`src/rtl/dmux_pkg.sv`:
```
// Shared helpers for the streaming demultiplexer: select-width sizing and
// channel lane indexing into the flattened out_data bus.
package dmux_pkg;

   function automatic int clog2_min1(input int n);
      int r;
      int v;
      r = 0;
      v = n - 1;
      while (v > 0) begin
         r = r + 1;
         v = v >>> 1;
      end
      if (r < 1) r = 1;
      return r;
   endfunction

   function automatic int ch_lsb(input int ch, input int width);
      return ch * width;
   endfunction

endpackage

```
`src/rtl/dmux_slot.sv`:
```
// One-entry output register for a single demux channel: data plus valid.
// A load wins over a simultaneous drain, so a slot can be refilled as it empties.
module dmux_slot
   import dmux_pkg::*;
#(
   parameter int WIDTH     = 16,
   parameter bit ZERO_IDLE = 1'b1
) (
   input  logic             clk,
   input  logic             rst_n,
   input  logic             load,
   input  logic             drain,
   input  logic [WIDTH-1:0] d,
   output logic [WIDTH-1:0] q,
   output logic             valid
);

   always_ff @(posedge clk or negedge rst_n) begin
      if (!rst_n) begin
         q     <= '0;
         valid <= 1'b0;
      end else if (load) begin
         q     <= d;
         valid <= 1'b1;
      end else if (drain) begin
         valid <= 1'b0;
         if (ZERO_IDLE) q <= '0;
      end
   end

endmodule

```
`src/rtl/dmux_stream.sv`:
```
// N-way streaming demultiplexer with per-channel registered slots, broadcast
// support and a saturating counter of words dropped for out-of-range selects.
module dmux_stream
   import dmux_pkg::*;
#(
   parameter int WIDTH     = 16,
   parameter int NCH       = 4,
   parameter bit ZERO_IDLE = 1'b1,
   parameter int CNTW      = 8,
   localparam int SELW     = clog2_min1(NCH)
) (
   input  logic                 clk,
   input  logic                 rst_n,
   input  logic [WIDTH-1:0]     in_data,
   input  logic [SELW-1:0]      in_sel,
   input  logic                 in_bcast,
   input  logic                 in_valid,
   output logic                 in_ready,
   output logic [NCH*WIDTH-1:0] out_data,
   output logic [NCH-1:0]       out_valid,
   input  logic [NCH-1:0]       out_ready,
   output logic [CNTW-1:0]      drop_cnt
);

   logic [NCH-1:0] free;
   logic [NCH-1:0] sel_match;
   logic [NCH-1:0] load;
   logic [NCH-1:0] drain;
   logic           sel_ok;
   logic           accept;
   logic           drop;

   assign free  = ~out_valid | out_ready;
   assign drain = out_valid & out_ready;

   always_comb begin
      sel_match = '0;
      for (int i = 0; i < NCH; i++) begin
         sel_match[i] = (in_sel == SELW'(i));
      end
   end

   assign sel_ok = |sel_match;

   // in_ready never looks at in_valid; reset forces it low.
   always_comb begin
      in_ready = 1'b0;
      if (!rst_n)        in_ready = 1'b0;
      else if (in_bcast) in_ready = &free;
      else if (sel_ok)   in_ready = |(sel_match & free);
      else               in_ready = 1'b1;
   end

   assign accept = in_valid && in_ready;
   assign drop   = accept && !in_bcast && !sel_ok;

   always_comb begin
      load = '0;
      if (accept) begin
         if (in_bcast) load = '1;
         else          load = sel_match;
      end
   end

   always_ff @(posedge clk or negedge rst_n) begin
      if (!rst_n)
         drop_cnt <= '0;
      else if (drop && (drop_cnt != {CNTW{1'b1}}))
         drop_cnt <= drop_cnt + 1'b1;
   end

   for (genvar g = 0; g < NCH; g++) begin : g_slot
      dmux_slot #(
         .WIDTH     (WIDTH),
         .ZERO_IDLE (ZERO_IDLE)
      ) u_slot (
         .clk   (clk),
         .rst_n (rst_n),
         .load  (load[g]),
         .drain (drain[g]),
         .d     (in_data),
         .q     (out_data[ch_lsb(g, WIDTH) +: WIDTH]),
         .valid (out_valid[g])
      );
   end

endmodule

```
`config.mk`:
```
export PLATFORM = sky130hd
export DESIGN_NAME = dmux_stream
export DESIGN_NICKNAME = d
export VERILOG_FILES = /design/src/rtl/dmux_pkg.sv /design/src/rtl/dmux_slot.sv /design/src/rtl/dmux_stream.sv
export SDC_FILE = /design/constraint.sdc
export NUM_CORES = 1
export LEC_CHECK = 0
export ABC_AREA = 1
export BUFFER_PORTS_ARGS = -buffer_cell sky130_fd_sc_hd__buf_2
export CAP_MARGIN = 30
export CORE_UTILIZATION = 35
export CTS_CLUSTER_SIZE = 14
export DETAILED_ROUTE_END_ITERATION = 7
export SLEW_MARGIN = 20
export SYNTH_ARGS = -nofsm -noshare
export SYNTH_HDL_FRONTEND = slang
export SYNTH_SLANG_ARGS = --single-unit
```
`constraint.sdc`:
```
create_clock -name clk -period 4.2 [get_ports clk]
set_input_delay 0.63 -clock clk [delete_from_list [all_inputs] [get_ports clk]]
set_output_delay 0.63 -clock clk [all_outputs]
set_load 0.05 [all_outputs]
```
==> flow_metrics.env <==
export IMPL_outcome="completed"
export IMPL_cts_clk_slew_worst_paths_ns=0.08
export IMPL_max_slew_worst_pin_slew_ns=0.723
export IMPL_synth_warnings=0
export IMPL_die_area_um2=9790
export IMPL_syn_area_um2=3290
export IMPL_cts_resized=0
export IMPL_clock_path_buffers=2
export IMPL_die_width_um=99.0
export IMPL_seq_area_frac_synth_pct=57.8
export IMPL_criticalPathCategory="register to output pin"
export IMPL_critPathBufInv=1
export IMPL_ys_types=17
export IMPL_cts_htree_levels=3
export IMPL_coreArea_um2=9150
export IMPL_hold_violations=0
export IMPL_routedWlPerCell_um=16.6
export IMPL_synth_cells=354
export IMPL_yosys_register_bits=76
export IMPL_critical_path_top_delay_family="simple AND/OR/NAND/NOR gates"
export IMPL_rrSetupSlack_ns=2.21
export IMPL_cts_hold_fix_buffers=0
export IMPL_p_per_area_nw_per_um2=589
export IMPL_drtAntennaViolNets=0
export IMPL_leakage_nw=2.28
export IMPL_cts_buffers=9
export IMPL_r2r_start="g_slot[2].u_slot.valid"
export IMPL_routed_wl_um=9120
export IMPL_fmax_ghz=0.426
export IMPL_syn_to_final_growth_pct=21.5
export IMPL_setup_viol=0
export IMPL_drc=0
export IMPL_gp_congestion=0.897
export IMPL_arrival_ns=1.72
export IMPL_diodes=0
export IMPL_drive_gt1_share_pct=30.7
export IMPL_critPathSlowestCell="dfrtp_1"
export IMPL_drt_iter0_markers=252
export IMPL_cp_end_kind="output pin"
export IMPL_worstSetupStartpointType="register"
export IMPL_synth_area_per_cell_um2=9.30
export IMPL_worst_skew_pair_late_latency_ns=0.35
export IMPL_max_cap_violations=0
export IMPL_setup_tns_ns=0
export IMPL_track_usage_pct=19.3
export IMPL_cts_tree="built"
export IMPL_synth_top_area_share_pct=57.8
export IMPL_antenna_found_initial=0
export IMPL_path_cells="nand2_1, nand2_1, nor2_1, o21ai_0, nor2_4, buf_2"
export IMPL_crit_path_frequent_cell="nand2_1"
export IMPL_first_pass_iters=4
export IMPL_numClockSinks=76
export IMPL_fin_crit_ns=2.35
export IMPL_num_rows=35
export IMPL_grt_pass1_wl_um=14400
export IMPL_start_util_pct=36.0
export IMPL_fin_util_pct=43.7
export IMPL_synth_area_leaders="dfrtp_1, nand4_1, nand3_1"
export IMPL_cp_startpoint="g_slot[2].u_slot.valid"
export IMPL_critPathRequiredTime_ns=3.57
export IMPL_portBuffers=102
export IMPL_timing_final_crit_share_pct=56.0
export IMPL_dp_hpwl_um=6290
export IMPL_syn_nets=380
export IMPL_cts_root_buf="clkbuf_8"
export IMPL_drv_slew=0
export IMPL_final_common_cell="buf_2"
export IMPL_whs_ns=0.0702
export IMPL_num_io_pins=103
export IMPL_final_nets=459
export IMPL_yosysTopAreaCell="dfrtp_1"
export IMPL_post_cts_repair_setup_buffers=0
export IMPL_final_cell_mix="buf_2, nand2_1, dfrtp_1"
export IMPL_gr_total_overflow=0
export IMPL_path_max_fanout=4
export IMPL_rsz0062_at_grt="no"
export IMPL_dr_total_vias=2878
export IMPL_avgViaCountPerCell=5.25
export IMPL_ir_drop_v=0.000226
export IMPL_hold_path_class="input pin to asynchronous set/reset pin"
export IMPL_fin_skew_ns=0.00619
export IMPL_cp_slowest_stage_delay_ns=0.39
export IMPL_grt_max_degree=74
export IMPL_die_h_um=99.0
export IMPL_slew_headroom_pct=51.8
export IMPL_grt_pass1_vias=2721
[cell families (layout without fill, tap and decap cells)]
kind of cell    after synthesis  count (layout)  share of synthesized area [%]
compound gates                5               5                          0.988
buf+inv                      50             133                           7.03
flops                        76              76                           57.8
simple gates                223             223                           34.2
[flip-flops by register name, summed over array words and instances, names as in the netlist]
| register | count |
|---|---|
| drop_cnt | 8 |
| g_slot.u_slot.q | 64 |
| g_slot.u_slot.valid | 4 |
[worst register-to-register path: cells and delay by family (launching register included)]
family / cells / cell delay, ns
and+or+nand+nor: 6 / 0.89
buffers and inverters: 1 / 0.51
DFF: 1 / 0.39
AOI/OAI and AO/OA: 1 / 0.15
[metal layers]
metal | vias up | wire (µm) | track usage, %
met5 | - | 0 | 0
met3 | 11 | 707 | 4.04
li1 | 1394 | - | -
met1 | 1359 | 3990 | 27.3
met2 | 114 | 4280 | 29.2
met4 | 0 | 136 | 7.58
[synthesized netlist by cell type, drive strengths merged]
| cell | count |
|---|---|
| nand2 | 83 |
| dfrtp | 76 |
| nand4 | 68 |
| nand3 | 66 |
| clkbuf | 24 |
| buf | 15 |
| inv | 11 |
| nor2 | 6 |
| o21ai | 4 |
| a21oi | 1 |
[path summary, 6_finish.rpt]
check,to,cells past startpoint
worst max register to register,g_slot[1].u_slot.q[11],8
worst min register to register,drop_cnt[6],0
worst max-delay path,in_ready,6
max in group asynchronous,g_slot[3].u_slot.q[14],3
worst min-delay path,g_slot[0].u_slot.q[9],1
min in group clk,drop_cnt[6],0
[final cells by class]
cell class,count,area (µm²)
Fill cell,908,5150
Sequential cell,76,1900
Multi-Input combinational cell,228,1160
Timing Repair Buffer,107,563
Clock buffer,11,141
Tap cell,111,139
Clock inverter,4,50.0
Inverter,11,41.3
[per-stage QoR]
stage / instance area, µm² / cells / power (W) / worst slack, ns
floorplan: 3290 / 354 / 0.00159 / 2.14
finish: 4000 / 548 / 0.00236 / 1.85
global route: 4000 / 548 / 0.00247 / 1.74
detailed placement: 3790 / 532 / 0.00182 / 1.86
global placement: 3790 / 532 / 0.00181 / 1.89
CTS: 3980 / 547 / 0.00238 / 1.82
[power breakdown]
part / total [W] / internal [W] / switching, W
combinational: 0.000864 / 0.000173 / 0.000691
sequential: 0.000937 / 0.000860 / 0.0000771
clock: 0.000554 / 0.000287 / 0.000268
total: 0.00236 / 0.00132 / 0.00104
Power figures use the tool's default switching activity.
